## src/rtl/alu_arbiter.sv

```systemverilog
// Two-requester round-robin front end for one shared combinational ALU.
// Each accepted operation is issued for one cycle, and its response strobes two cycles after the handshake.
module alu_arbiter #(
  parameter int unsigned WIDTH = 64
) (
  input  logic             clk,
  input  logic             rst_n,
  input  logic             req0_valid,
  output logic             req0_ready,
  input  logic [WIDTH-1:0] req0_a,
  input  logic [WIDTH-1:0] req0_b,
  input  logic [2:0]       req0_op,
  input  logic             req1_valid,
  output logic             req1_ready,
  input  logic [WIDTH-1:0] req1_a,
  input  logic [WIDTH-1:0] req1_b,
  input  logic [2:0]       req1_op,
  output logic [WIDTH-1:0] alu_a,
  output logic [WIDTH-1:0] alu_b,
  output logic [2:0]       alu_op,
  input  logic [WIDTH-1:0] alu_result,
  output logic             rsp0_valid,
  output logic             rsp1_valid,
  output logic [WIDTH-1:0] rsp_result,
  output logic             rsp_err
);

  localparam logic [0:0] IDLE  = 1'b0;
  localparam logic [0:0] ISSUE = 1'b1;

  logic [0:0] state;
  logic       last_grant;
  logic       issue_id;
  logic       grant;
  logic       hs0;
  logic       hs1;
  logic       illegal;

  // On a tie, the requester that did not win last time gets the grant; otherwise whichever requester is valid wins.
  always_comb begin
    grant      = (req0_valid && req1_valid) ? ~last_grant : req1_valid;
    req0_ready = rst_n && (state == IDLE) && req0_valid && !grant;
    req1_ready = rst_n && (state == IDLE) && req1_valid && grant;
    hs0        = req0_valid && req0_ready;
    hs1        = req1_valid && req1_ready;
    illegal    = (alu_op[2:1] == 2'b11);
  end

  always_ff @(posedge clk) begin
    if (!rst_n) begin
      state      <= IDLE;
      last_grant <= 1'b1;
      issue_id   <= 1'b0;
      alu_a      <= '0;
      alu_b      <= '0;
      alu_op     <= '0;
      rsp_result <= '0;
      rsp_err    <= 1'b0;
      rsp0_valid <= 1'b0;
      rsp1_valid <= 1'b0;
    end else begin
      rsp0_valid <= 1'b0;
      rsp1_valid <= 1'b0;
      if (state == ISSUE) begin
        state      <= IDLE;
        rsp_result <= illegal ? '0 : alu_result;
        rsp_err    <= illegal;
        rsp0_valid <= !issue_id;
        rsp1_valid <= issue_id;
      end else if (hs0 || hs1) begin
        state      <= ISSUE;
        last_grant <= hs1;
        issue_id   <= hs1;
        alu_a      <= hs1 ? req1_a  : req0_a;
        alu_b      <= hs1 ? req1_b  : req0_b;
        alu_op     <= hs1 ? req1_op : req0_op;
      end
    end
  end

endmodule

```

## config.mk

```make
export PLATFORM = sky130hd
export DESIGN_NAME = alu_arbiter
export DESIGN_NICKNAME = d
export VERILOG_FILES = /design/src/rtl/alu_arbiter.sv
export SDC_FILE = /design/constraint.sdc
export NUM_CORES = 1
export LEC_CHECK = 0
export ABC_AREA = 1
export CORE_AREA = 2 2 209 211
export DETAILED_ROUTE_END_ITERATION = 8
export DIE_AREA = 0 0 211 213
export PLACE_DENSITY_LB_ADDON = 0.15
export REMOVE_ABC_BUFFERS = 1
export SYNTH_ARGS = -nofsm -noshare
export SYNTH_HDL_FRONTEND = slang
export SYNTH_SLANG_ARGS = --single-unit
```

## constraint.sdc

```tcl
create_clock -name clk -period 3 [get_ports clk]
set_input_delay 0.75 -clock clk [delete_from_list [all_inputs] [get_ports clk]]
set_output_delay 0.75 -clock clk [all_outputs]
set_load 0.03 [all_outputs]
```

==> summary.md <==
| Metric | Value |
|---|---|
| Worst skew pair latency | `0.54 ns` |
| Critical path's top delay family | `buffers and inverters` |
| Worst Setup Slack, final | `0.561 ns` |
| Largest family of logic cells by synthesized area | `simple AND/OR/NAND/NOR gates` |
| Post-synthesis sequential area ratio | `40.0%` |
| Clock sinks | `201` |
| Final Total Pwr | `8640 µW` |
| Nets | `2237` |
| CTS tree | `done` |
| Clk buf depth | `3` |
| Slowest CP cell | `clkdlybuf4s50_1` |
| Final hold vios | `0` |
| Placed inst area | `15600 µm²` |
| Clock root cell | `clkbuf_16` |
| Synth Area in Compound Gates | `9.81%` |
| Worst-Margin Slew | `0.918 ns` |
| Total net switching power | `2670 µW` |
| H-tree levels | `1` |
| Detailed Route WL | `46.9 mm` |
| Crit path launch type | `register` |
| Crit-path cells | `clkdlybuf4s50_1` |
| Layout area overhead | `64.5%` |
| Hold_sp | `issue_id$_SDFFE_PN0P_` |
| Most frequent cells in the layout | `clkdlybuf4s50_1, nand2_1, nand4_1, dfxtp_1, inv_1` |
| # IOs | `530` |
| Largest net degree at the start of global routing | `170` |
| Gr ovfl total | `0` |
| Final Max Slew Viols | `0` |
| Status | `finished, final reports clean` |
| Global-route wire length before repair | `69.3 mm` |
| Die area | `44900 µm²` |
| TritonCTS buffer count | `26` |
| Initial Utilization | `23.5%` |
| Layout Utilization | `38.7%` |
| Die H | `213 µm` |
| Routed Antenna Nets | `0` |
| Sw Ratio | `30.9%` |
| Min-Delay Path Class | `reg -> reg` |
| Crit path launch | `alu_a[3]$_SDFFE_PN0P_` |
| Pwr dens | `523 nW/µm²` |
| Die width | `211 µm` |
| WL per Instance | `19.0 µm` |
| # setup viols final | `0` |
| DRC viols | `0` |
| Clk slew on worst S/H paths | `0.06 ns` |
| Synthesized area per cell | `6.76 µm²` |
| Slew Limit Headroom | `38.8%` |
| Slowest stage delay, CP | `0.80 ns` |
| Setup Fix Bufs, Post-CTS | `0` |
| Worst Setup End Kind | `output port` |
| Clock power frac | `39.6%` |
| RR Startpoint | `state$_SDFF_PP0_` |
| Most common cell after layout, fill and taps aside | `clkdlybuf4s50_1` |
| Max Fclk | `0.410 GHz` |
| Hold_buf cts | `0` |
| Crit path time final | `2.44 ns` |
| Adder-cell share of the synthesized area | `0%` |
| Cells after Synth | `1488` |
| Synth Area in Simple Gates | `35.8%` |
| Worst Clk Skew | `0.0162 ns` |
| First-pass DRT Iterations | `5` |
| Int Power | `5970 µW` |
| Port bufs | `529` |
| Row count | `76` |
| Finished layout cell area | `16500 µm²` |
| # Max-Cap Violations | `0` |
| Worst setup path class | `reg -> out` |
| GRT Overall Usage | `19.7%` |
| Vias in the first global route | `11.5k` |
| Sequential power share | `34.7%` |
| Post-CTS Resized | `0` |
| WHS | `0.438 ns` |
| DP HPWL | `30.4 mm` |
| Mux share of post-synthesis cell area | `0%` |
| DRT iter0 DRCs | `1069` |
| Via count | `11.9k` |
| Crit-path max FO | `2` |
| Post-synth cell types | `16` |
| Via density | `4.82` |
| Initial antenna violation count | `2` |
| #FFs+latches synth | `201` |
| RSZ-0062 raised after global routing | `false` |
| Post-synthesis instance area | `10100 µm²` |
| Tcrit/Tclk final | `81.3%` |
| Static Leak | `0.00703 µW` |
| Comb pwr share | `25.7%` |
| Placer Congestion | `0.775` |
| Share of cells above drive strength 1 | `3.94%` |
| WP data required | `2.25 ns` |
| Placement Setup Slack | `0.517 ns` |
| Synthesis warning total | `0` |
| Worst VDD drop | `382 µV` |
| Arr. time, crit path | `1.69 ns` |
| WP buf/inv | `1` |
| Synth Area in XOR/XNOR | `0%` |
| Area of the core | `42700 µm²` |
## registers in the layout, summed over array words and instances, names as in the netlist
name and count:
alu_a 64, alu_b 64, rsp_result 64, alu_op 3, issue_id 1, last_grant 1
rsp0_valid 1, rsp1_valid 1, rsp_err 1, state 1
## cell type report
type                    count  area, µm²
fillers                  4462      26200
multi-input cells         931       4610
inverters                 199        752
flip-flops and latches    201       4020
clock inverters            12        169
well taps                 546        683
clock buffers              36        769
repair buffers            548       5530
diodes                      1       2.50
## cells by family (layout without fill, tap and decap cells)
| family | count (synthesis) | in the layout |
|---|---|---|
| and+or+nand+nor | 734 | 734 |
| other | 0 | 1 |
| buffers and inverters | 356 | 795 |
| AOI/OAI and AO/OA | 197 | 197 |
| DFF | 201 | 201 |
## per-layer routing
layer,vias to the layer above,share of wire (%),global-route usage (%)
li1,5846,-,-
met1,5519,43,25.1
met2,492,45,31.6
met3,58,9.6,6.93
met4,2,2.2,5.17
met5,-,0.023,0
## path summary, 6_finish.rpt
path	to	slack, ns	depth (start not counted)
min reg2reg	rsp1_valid$_SDFF_PN0_	0.44	2
max reg2reg	alu_b[43]$_SDFFE_PN0P_	1.03	5
max	alu_a[3]	0.56	1
min	rsp1_valid$_SDFF_PN0_	0.44	2
## cell usage after synthesis
master	instances	share of area [%]
buf_1	19	0.71
nand3_1	134	6.7
o21ai_0	65	3.2
buf_4	5	0.37
a21oi_1	132	6.6
nor2_1	2	0.075
inv_1	197	7.4
dfxtp_1	201	40
nand4_2	1	0.12
clkbuf_1	62	2.3
nor2_4	1	0.11
buf_2	71	3.5
nand2_1	332	12
nand2_2	2	0.12
nand4_1	262	16
inv_2	2	0.075
## power groups by stage
stage	Combinational, µW	Sequential [µW]	Clock [µW]
final	2220	3000	3420
after global routing	2390	3020	3640
after CTS	2240	3000	3540
after detailed placement	2230	3060	0
after global placement	2230	3050	0
after floorplan	605	3450	0
## per-stage QoR
step,std cells,setup TNS [ns]
final,2474,0
after global routing,2473,0
after CTS,2473,0
after detailed placement,2425,0
after global placement,2425,0
after floorplan,1331,-555.50
Note: power is estimated with default switching activity, not from simulation.
==> RTL edit, RTL diff (config.mk and constraints unchanged) <==
Set the parameter `WIDTH` to 32 (it was 64).
--- a/src/rtl/alu_arbiter.sv
+++ b/src/rtl/alu_arbiter.sv
@@ -2,5 +2,5 @@
 // Each accepted operation is issued for one cycle, and its response strobes two cycles after the handshake.
 module alu_arbiter #(
-  parameter int unsigned WIDTH = 64
+  parameter int unsigned WIDTH = 32
 ) (
   input  logic             clk,
Interface: changed (8 resized); port bits go from 530 to 274. The function was not compared with the original's and may differ.
==> RTL edit against the original RTL <==
Design area down 48%. Via count down 52%. Setup slack worse by 0.23 ns. Wire length is 48% lower. Sequential cell count fell by 96. Critical path depth up 3. Non-clock buffer count is 261 lower. Total power is 53% lower. Combinational power is 50% lower. Clock power fell by 60%. Largest cell class unchanged. Area after synthesis down 49%.
==> RTL edit: results <==
export IMPL_status="completed"
export IMPL_pre_cts_ws_ns=0.2627
export IMPL_dp_cells=1525
export IMPL_worst_pin_slew_ns=0.9491
export IMPL_comb_power_share_pct=27.4
export IMPL_io_buffers=273
export IMPL_clock_skew_ns=0.007049
export IMPL_met2_usage_pct=17.39
export IMPL_synth_seq_area_share_pct=40.63
export IMPL_yosysUniqueCellTypes=17
export IMPL_ff2ff_setup_slack_ns=1.07
export IMPL_dpl_hpwl_mm=16.18
export IMPL_detail_route_wl_per_cell_um=15.81
export IMPL_seq_cell_power_mw=1.56
export IMPL_layout_nets=1160
export IMPL_switchingPower_mw=1.311
export IMPL_insertion_delay_ns=0.37
export IMPL_drt_iter0_markers=282
export IMPL_via_per_inst=3.744
export IMPL_timing_hold_ws_ns=0.4447
export IMPL_synth_top_cells_by_count="nand2_1 (207), dfxtp_1 (105), nand3_1 (104), inv_1 (101), a21oi_1 (68)"
export IMPL_met3_length_mm=2.360
export IMPL_cp_data_arrival_time_ns=1.92
export IMPL_syn_area_per_cell_um2=6.790
export IMPL_grt_pass1_wl_mm=36.05
export IMPL_met3_usage_pct=5.045
export IMPL_numCtsBuffers=9
export IMPL_top_regs="alu_a: 32 flops, alu_b: 32 flops, rsp_result: 32 flops"
export IMPL_fin_crit_ns=2.670
export IMPL_switching_share_pct=32.41
export IMPL_drive_gt1_share_pct=4.121
export IMPL_grt_total_usage_pct=10.78
export IMPL_cpPeakStageDelay_ns=0.57
export IMPL_synthTopCellsByArea="dfxtp_1 (41%), nand2_1 (15%), nand3_1 (10%), nand4_1 (8.1%), inv_1 (7.3%)"
export IMPL_placed_area_um2=8338
[RTL edit: cell type report]
cell class	instances	area, µm²
Multi-Input combinational cell	485	2292
Clock buffer	9	225.2
Tap cell	546	683.2
Inverter	102	385.4
Fill cell	4843	34030
Clock inverter	7	101.3
Timing Repair Buffer	287	2875
Sequential cell	105	2102
[RTL edit: cell families after synthesis]
kind of cell    after synthesis  share of synthesized area, %
simple gates                384                         34.12
flops                       105                         40.63
compound gates              101                         9.770
buf+inv                     172                         15.48
[RTL edit: worst paths after layout]
kind | cells past startpoint | end | start
max | 4 | req1_ready | req1_valid
min | 1 | rsp0_valid | issue_id
min reg2reg | 1 | rsp0_valid | issue_id
max reg2reg | 7 | alu_a[23] | state
[RTL edit: worst register-to-register path: cells and delay by family, from the launching register on]
kind	cells	cell delay, ns
AOI/OAI and AO/OA	1	0.06
buffers and inverters	2	0.69
DFF	1	0.36
and+or+nand+nor	4	0.71
